==> src/rtl/mips_mc_ctrl.sv <==
// Multi-cycle MIPS control unit: instruction register, IF/IW/ID/EX/ST/LD/RDW/WB sequencing and memory handshakes.
// Optional performance counters are built only when CTRL_PERF_CNT_EN is defined.
module mips_mc_ctrl (
  input  logic        clk,
  input  logic        rst,
  input  logic [31:0] Instruction,
  output logic        Inst_Req_Valid,
  input  logic        Inst_Req_Ready,
  input  logic        Inst_Valid,
  output logic        Inst_Ready,
  input  logic        Zero,
  output logic [2:0]  ALUop,
  output logic [1:0]  ALUSrcA,
  output logic [1:0]  ALUSrcB,
  output logic        PCWrite,
  output logic [1:0]  PCSrc,
  output logic        ALUOutWrite,
  output logic        RF_wen,
  output logic [4:0]  RF_waddr,
  output logic        MemtoReg,
  output logic        MemRead,
  output logic        MemWrite,
  input  logic        Mem_Req_Ready,
  input  logic        Read_data_Valid,
  output logic [31:0] IR,
  output logic [31:0] Cycle_cnt,
  output logic [31:0] Inst_cnt
);

  typedef enum logic [2:0] {
    S_IF, S_IW, S_ID, S_EX, S_ST, S_LD, S_RDW, S_WB
  } state_t;

  localparam logic [2:0] OP_AND  = 3'b000;
  localparam logic [2:0] OP_OR   = 3'b001;
  localparam logic [2:0] OP_ADD  = 3'b010;
  localparam logic [2:0] OP_SLTU = 3'b011;
  localparam logic [2:0] OP_SLL  = 3'b100;
  localparam logic [2:0] OP_LUI  = 3'b101;
  localparam logic [2:0] OP_SUB  = 3'b110;
  localparam logic [2:0] OP_SLT  = 3'b111;

  state_t      state;
  state_t      next_state;
  logic [31:0] ir;

  logic [5:0] opcode;
  logic [5:0] funct;
  logic       r_type;
  logic       is_addu, is_subu, is_and, is_or, is_slt, is_sltu, is_sll, is_jr;
  logic       is_addiu, is_slti, is_sltiu, is_lui, is_lw, is_sw, is_beq, is_bne, is_j;
  logic       known;

  assign opcode   = ir[31:26];
  assign funct    = ir[5:0];
  assign r_type   = (opcode == 6'h00);
  assign is_addu  = r_type && (funct == 6'h21);
  assign is_subu  = r_type && (funct == 6'h23);
  assign is_and   = r_type && (funct == 6'h24);
  assign is_or    = r_type && (funct == 6'h25);
  assign is_slt   = r_type && (funct == 6'h2a);
  assign is_sltu  = r_type && (funct == 6'h2b);
  assign is_sll   = r_type && (funct == 6'h00);
  assign is_jr    = r_type && (funct == 6'h08);
  assign is_addiu = (opcode == 6'h09);
  assign is_slti  = (opcode == 6'h0a);
  assign is_sltiu = (opcode == 6'h0b);
  assign is_lui   = (opcode == 6'h0f);
  assign is_lw    = (opcode == 6'h23);
  assign is_sw    = (opcode == 6'h2b);
  assign is_beq   = (opcode == 6'h04);
  assign is_bne   = (opcode == 6'h05);
  assign is_j     = (opcode == 6'h02);

  assign known = is_addu | is_subu | is_and | is_or | is_slt | is_sltu | is_sll | is_jr |
                 is_addiu | is_slti | is_sltiu | is_lui | is_lw | is_sw |
                 is_beq | is_bne | is_j;

  always_comb begin
    next_state = state;
    case (state)
      S_IF:  if (Inst_Req_Ready) next_state = S_IW;
      S_IW:  if (Inst_Valid) next_state = S_ID;
      S_ID:  next_state = known ? S_EX : S_IF;
      S_EX: begin
        if (is_lw)                              next_state = S_LD;
        else if (is_sw)                         next_state = S_ST;
        else if (is_beq | is_bne | is_j | is_jr) next_state = S_IF;
        else                                    next_state = S_WB;
      end
      S_ST:  if (Mem_Req_Ready) next_state = S_IF;
      S_LD:  if (Mem_Req_Ready) next_state = S_RDW;
      S_RDW: if (Read_data_Valid) next_state = S_IF;
      S_WB:  next_state = S_IF;
      default: next_state = S_IF;
    endcase
  end

  always_ff @(posedge clk) begin
    if (rst) begin
      state <= S_IF;
      ir    <= 32'd0;
    end else begin
      state <= next_state;
      if (state == S_IW && Inst_Valid) ir <= Instruction;
    end
  end

  // Every control output is held low while rst is high, so an aborted instruction writes nothing.
  always_comb begin
    Inst_Req_Valid = 1'b0;
    Inst_Ready     = 1'b0;
    ALUop          = OP_ADD;
    ALUSrcA        = 2'b00;
    ALUSrcB        = 2'b00;
    PCWrite        = 1'b0;
    PCSrc          = 2'b00;
    ALUOutWrite    = 1'b0;
    RF_wen         = 1'b0;
    RF_waddr       = 5'd0;
    MemtoReg       = 1'b0;
    MemRead        = 1'b0;
    MemWrite       = 1'b0;
    if (rst) begin
      ALUop = 3'b000;
    end else begin
      case (state)
        S_IF: begin
          Inst_Req_Valid = 1'b1;
          ALUSrcB        = 2'b01;
          PCWrite        = Inst_Req_Ready;
        end
        S_IW: Inst_Ready = 1'b1;
        S_ID: begin
          ALUSrcB     = 2'b10;
          ALUOutWrite = 1'b1;
        end
        S_EX: begin
          ALUSrcA = 2'b01;
          if (is_addu)       ALUop = OP_ADD;
          else if (is_subu)  ALUop = OP_SUB;
          else if (is_and)   ALUop = OP_AND;
          else if (is_or)    ALUop = OP_OR;
          else if (is_slt)   ALUop = OP_SLT;
          else if (is_sltu)  ALUop = OP_SLTU;
          else if (is_sll) begin
            ALUSrcA = 2'b10;
            ALUop   = OP_SLL;
          end else if (is_addiu | is_slti | is_sltiu) begin
            ALUSrcB = 2'b10;
            ALUop   = is_addiu ? OP_ADD : (is_slti ? OP_SLT : OP_SLTU);
          end else if (is_lui) begin
            ALUSrcB = 2'b11;
            ALUop   = OP_LUI;
          end else if (is_lw | is_sw) begin
            ALUSrcB     = 2'b10;
            ALUOutWrite = 1'b1;
          end else if (is_beq | is_bne) begin
            ALUop   = OP_SUB;
            PCSrc   = 2'b01;
            PCWrite = is_beq ? Zero : ~Zero;
          end else if (is_j) begin
            PCWrite = 1'b1;
            PCSrc   = 2'b10;
          end else if (is_jr) begin
            PCWrite = 1'b1;
            PCSrc   = 2'b11;
          end
        end
        S_ST: MemWrite = 1'b1;
        S_LD: MemRead  = 1'b1;
        S_RDW: begin
          RF_wen   = Read_data_Valid;
          MemtoReg = Read_data_Valid;
          RF_waddr = ir[20:16];
        end
        S_WB: begin
          RF_wen   = 1'b1;
          RF_waddr = r_type ? ir[15:11] : ir[20:16];
        end
        default: ;
      endcase
    end
  end

  assign IR = rst ? 32'd0 : ir;

`ifdef CTRL_PERF_CNT_EN
  logic [31:0] cycle_q;
  logic [31:0] inst_q;
  logic        retire;

  // Leaving any post-fetch state for IF marks one completed instruction (nops leave from ID).
  assign retire = (state != S_IF) && (next_state == S_IF);

  always_ff @(posedge clk) begin
    if (rst) begin
      cycle_q <= 32'd0;
      inst_q  <= 32'd0;
    end else begin
      cycle_q <= cycle_q + 32'd1;
      if (retire) inst_q <= inst_q + 32'd1;
    end
  end

  assign Cycle_cnt = rst ? 32'd0 : cycle_q;
  assign Inst_cnt  = rst ? 32'd0 : inst_q;
`else
  assign Cycle_cnt = 32'd0;
  assign Inst_cnt  = 32'd0;
`endif

endmodule

==> config.mk <==
export PLATFORM = sky130hd
export DESIGN_NAME = mips_mc_ctrl
export DESIGN_NICKNAME = d
export VERILOG_FILES = /design/src/rtl/mips_mc_ctrl.sv
export SDC_FILE = /design/constraint.sdc
export NUM_CORES = 1
export LEC_CHECK = 0
export ABC_AREA = 1
export ABC_CLOCK_PERIOD_IN_PS = 1500
export CORE_ASPECT_RATIO = 0.5
export CORE_UTILIZATION = 30
export DETAILED_ROUTE_END_ITERATION = 16
export GPL_TIMING_DRIVEN = 0
export PLACE_DENSITY = 0.7
export SYNTH_ARGS = -nofsm -noshare
export SYNTH_HDL_FRONTEND = slang
export SYNTH_SLANG_ARGS = --single-unit
==> constraint.sdc <==
create_clock -name clk -period 1.5 [get_ports clk]
set_input_delay 0.3 -clock clk [delete_from_list [all_inputs] [get_ports clk]]
set_output_delay 0.3 -clock clk [all_outputs]
set_load 0.1 [all_outputs]
Word level (Yosys, flattened, before mapping). Index checks and enable logic that the tools add are counted.

Output and inout bits: 118. Bits in registers: 35.

Eq/ne operators: 28. Reduce and logical (&&, ||, !) cells: 13. Mux-type cells: 105. Bitwise operators: 23.

Operators with widths (count): two-way mux 2 bit (36); two-way mux 3 bit (23); equality test 6 bit (second input constant) (8); two-way mux 1 bit (37); two-way mux 32 bit (1); equality test 6 x 4 -> 1 bit (second input constant) (5); one-hot mux 3 bit (8 select lines) (1); bitwise OR 1 bit (22); equality test 3 bit (second input constant) (4); equality test 6 x 3 -> 1 bit (second input constant) (2); logical NOT 6 bit (2); two-way mux 5 bit (2); inequality test 2 bit (second input constant) (5); one-hot mux 5 bit (2 select lines) (1); logical AND 1 bit (9); equality test 3 x 2 -> 1 bit (second input constant) (2); equality test 6 x 2 -> 1 bit (second input constant) (1); one-hot mux 1 bit (2 select lines) (3); one-hot mux 2 bit (3 select lines) (1); AND reduction 5 bit (1); equality test 3 x 1 -> 1 bit (second input constant) (1); logical NOT 3 bit (1); NOT 1 bit (1).

Logic depth before layout (Yosys ltp).
Depth after elaboration: 20. Mapped depth: 12. Mapped depth without buffers: 12.

Least setup slack after synthesis. OpenSTA, ideal clock, no wires.

Kind: input -> output. From: input port rst. To: output port MemWrite. Required time: 1.200 ns. Data arrival time: 3.486 ns. Slack: -2.286 ns. Cell stages on the path: 3. Cells stage by stage: buf_2 > buf_1 > nor4_1.

Cells in the longest elaborated chain, start to end: 1.

Ends and longest elaborated chain: start, declared (line 5) `input logic rst,`; two-way mux 1 bit (line 124) `if (rst) begin`; end, declared (line 22) `output logic MemWrite,`.

Every way passes these cells.

Final worst setup path.
From: register ir[28]. To: output port ALUOutWrite.

Cells in the longest elaborated chain, start to end: 14. Elaborated cells between the ends (all ways): 29.

Ends and longest elaborated chain: start, declared (line 45) `logic [31:0] ir;`; start signal, assigned (line 105) `if (state == S_IW && Inst_Valid) ir <= Instruction;`; equality test 6 bit (on tied branches) (line 69, 70); bitwise OR 1 bit (line 155) `end else if (is_lw | is_sw) begin`; two-way mux 1 bit (line 155); two-way mux 1 bit (line 152) `end else if (is_lui) begin`; two-way mux 1 bit (line 149) `end else if (is_addiu | is_slti | is_sltiu) begin`; two-way mux 1 bit (line 146) `else if (is_sll) begin`; two-way mux 1 bit (line 145) `else if (is_sltu) ALUop = OP_SLTU;`; two-way mux 1 bit (line 144) `else if (is_slt) ALUop = OP_SLT;`; two-way mux 1 bit (line 143) `else if (is_or) ALUop = OP_OR;`; two-way mux 1 bit (line 142) `else if (is_and) ALUop = OP_AND;`; two-way mux 1 bit (line 141) `else if (is_subu) ALUop = OP_SUB;`; two-way mux 1 bit (*) (line 140) `if (is_addu) ALUop = OP_ADD;`; one-hot mux 1 bit (2 select lines) (*) (line 127) `case (state)`; two-way mux 1 bit (*) (line 124); end, declared (line 17) `output logic ALUOutWrite,`.

Every way passes the cells marked *; elsewhere a longest branch is shown, timed or not.

==> impl_metrics.yaml <==
status:
  status: "finished, violations left"
  violations: "setup timing"
timing:
  setup_viol: 25
  fin_crit_sh: 1.45
  timing_hold_violations_final: 0
  fin_ws_ps: -678
  skew_ps: 5.77
  min_period_ps: 2180
  rsz0062_at_grt: "true"
  fmax_ghz: 0.459
  slew_violations: 0
layout:
  finalNonFillerCells: 709
  final_util: 0.674
  nFillCells: 621
  syn2layout_area_growth_pct: 114
  seqCellArea_sq_um: 733
  multiInputGateArea_sq_um: 2090
  finalNetCount: 635
  diodes: 0
  drive_gt1_frac: 0.531
clock_tree:
  cts_tree: "built"
  postCtsHoldBufs: 0
  clk_pin_slew_worst_paths_ps: 60
  clk_latency_ps: 280
  clkSinkCount: 35
  htreeDepth: 2
  cts_root_buf: "clkbuf_16"
  cts_buffer_depth: 2
  cts_buffers: 5
synth:
  synthSimpleGateAreaFrac: 0.231
  synth_top_area_frac: 0.273
  synth_area_sq_um: 2570
  synth_cells: 400
  yosysUniqueCellTypes: 30
  yosysMostFrequentCell: "nor2_1"
  synth_mux_area_frac: 0
  synth_xor_xnor_area_share: 0.00341
  synthAdderAreaFrac: 0
  yosys_warnings: 0
  synth.largest_area_cell: "dfxtp_1"
  syn_area_per_cell_sq_um: 6.42
  synth-compound-area-share: 0.201
  synth_common_cells: "65 x nor2_1, 64 x buf_4, 47 x inv_1"
  synth_area_leaders: "dfxtp_1 27%, buf_4 19%, nor2_1 9.5%, o21ai_0 8.8%, a21oi_1 8.4%"
  synth_edf_count: 0
  ys_ff_latch: 35
  synth_flop_cell: "dfxtp_1"
  synthArstFlopShare: 0
  ys_seq_area_frac: 0.273
  synth_top_family_by_area: "buffers and inverters"
drt:
  drcViolationCount: 0
  ant_nets: 0
  drt_wl_total_microns: 9560
  viasPerCell: 4.40
  highest_layer: "met4"
  wire_per_inst_microns: 13.5
  drtPass1Iterations: 4
  drt_iter0_drc: 154
  vias: 3117
  dr_wl_met2_microns: 4780
  met3WireLength_microns: 585
  met1_length_microns: 4050
placed_design:
  hpwl_microns: 6460
  post-place-ws_ps: -1380
  gp_congestion: 0.820
  portBuffers: 91
  post-place-cells: 666
critical_path:
  worstPathArrival_ps: 1880
  rr_endpoint: "state[1]"
  crit_path_cell_trace: "nor2_4 > nand2_2 > nor2_4 > nand2_2 > o21ai_2 > nor2_2 > inv_2 > o22ai_4 > buf_8"
  cp_data_required_time_ps: 1200
  path_buf_inv: 2
  critical_path_class: "reg2out"
  r2r_slack_ps: -100
  critPathSlowestCell: "dfxtp_4"
  endpoint_kind: "output pin"
  crit_path_max_fanout: 5
  r2r-start: "ir[28]"
  crit_path_start_kind: "flip-flop"
  cpLargestDelayFamily: "simple AND/OR/NAND/NOR gates"
  slowest_delay_ps: 360
  r2r_cells: 12
die:
  die_w_microns: 133
  top_level_ports: 157
  die-area_sq_um: 8960
  num_rows: 23
  die_h_microns: 67.4
  initial_core_util: 0.315
  coreArea_sq_um: 8140
power:
  switching_share: 0.494
  power_w: 0.00534
  ir_drop_uv: 554
  cellPowerDensity_nw_per_um2: 973
  clkPwrFrac: 0.216
  power_frac_seq: 0.210
  power_switching_w: 0.00264
  p_comb_frac: 0.574
  p_int_w: 0.00270
  power.leakage_nw: 2.37
global_routing:
  overflow: 0
  grt_pass1_wl_microns: 13500
  antenna_found_initial: 0
  grt_start_max_net_pins: 14
  grt_usage: 0.191
  grt_pass1_vias: 2830
run:
  max_cap_violations: 0
hold_path:
  whs_path_depth: 3
  hold_start: "rst"
  min_path_type: "in2reg"
  hold_path_end: "state[1]"
-- worst max-delay path by stage --
stage,from,endpoint,slack [ps],cells after the start
CTS,ir[31],ALUop[0],-650,8
detailed placement,ir[30],PCWrite,-1380,10
finish,ir[28],ALUOutWrite,-680,9
global placement,ir[30],PCWrite,-1390,10
global route,ir[28],ALUOutWrite,-750,9
floorplan,state[1],PCSrc[0],-630,8
-- metal layers --
layer	track usage	up-vias
li1	-	1548
met1	0.244	1445
met2	0.329	111
met3	0.0368	13
met4	0.0661	0
met5	0	-
-- worst register-to-register path, delay by kind of cell, from the launching register on --
family	cells	cell delay (ps)
buffers and inverters	1	150
AOI/OAI and AO/OA	1	110
and+or+nand+nor	10	920
DFF	1	360
-- kinds of logic after synthesis --
kind of cell,Yosys count
buffers and inverters,134
flip-flops,35
AND/OR/NAND/NOR,129
XOR/XNOR,1
AO/OA/AOI/OAI,100
other,1
-- layout make-up --
class	instances	area share
sequential	35	0.134
timing repair buffer	126	0.265
tap	112	0.0255
clock buffer	6	0.0274
multi-input combinational	294	0.381
inverter	54	0.0417
clock inverter	2	0.00319
buffer	80	0.123
-- power by group through the flow --
stage	Combinational (W)	Clock (W)	Sequential (W)
6_report	0.00306	0.00115	0.00112
5_1_grt	0.00319	0.00123	0.00113
4_1_cts	0.00276	0.00117	0.00113
3_5_place_dp	0.00251	0	0.00115
3_3_place_gp	0.00250	0	0.00115
2_1_floorplan	0.00213	0	0.00113
-- state kept, by name, summed over array words and instances (netlist names) --
| register | count |
|---|---|
| ir | 32 |
| state | 3 |
-- per-stage QoR --
step | hold slack, ps | setup TNS (ps) | cell area [sq um]
2_1_floorplan | 484 | -9500 | 3510
3_3_place_gp | 495 | -54830 | 4560
3_5_place_dp | 502 | -55350 | 4560
4_1_cts | 461 | -8770 | 5170
5_1_grt | 460 | -11550 | 5490
6_report | 458 | -9810 | 5490
-- placed cells by master (no fill, tap or decap), drive strengths merged, types with 4 or more instances in the layout --
cell type,n
o21ai,49
a21oi,44
clkdlybuf4s50,37
buf,156
inv,53
nand3,15
clkbuf,19
nand2,28
nor2,74
nor3,4
conb,64
nand4,4
dfxtp,35
-- what timing repair did --
item,4_1_cts,5_1_grt
buffers inserted,18,18
gates resized for setup,435,70
gates cloned,0,0
endpoints found under the setup margin,73,57
pin swaps,22,23
Power figures use the tool's default switching activity.
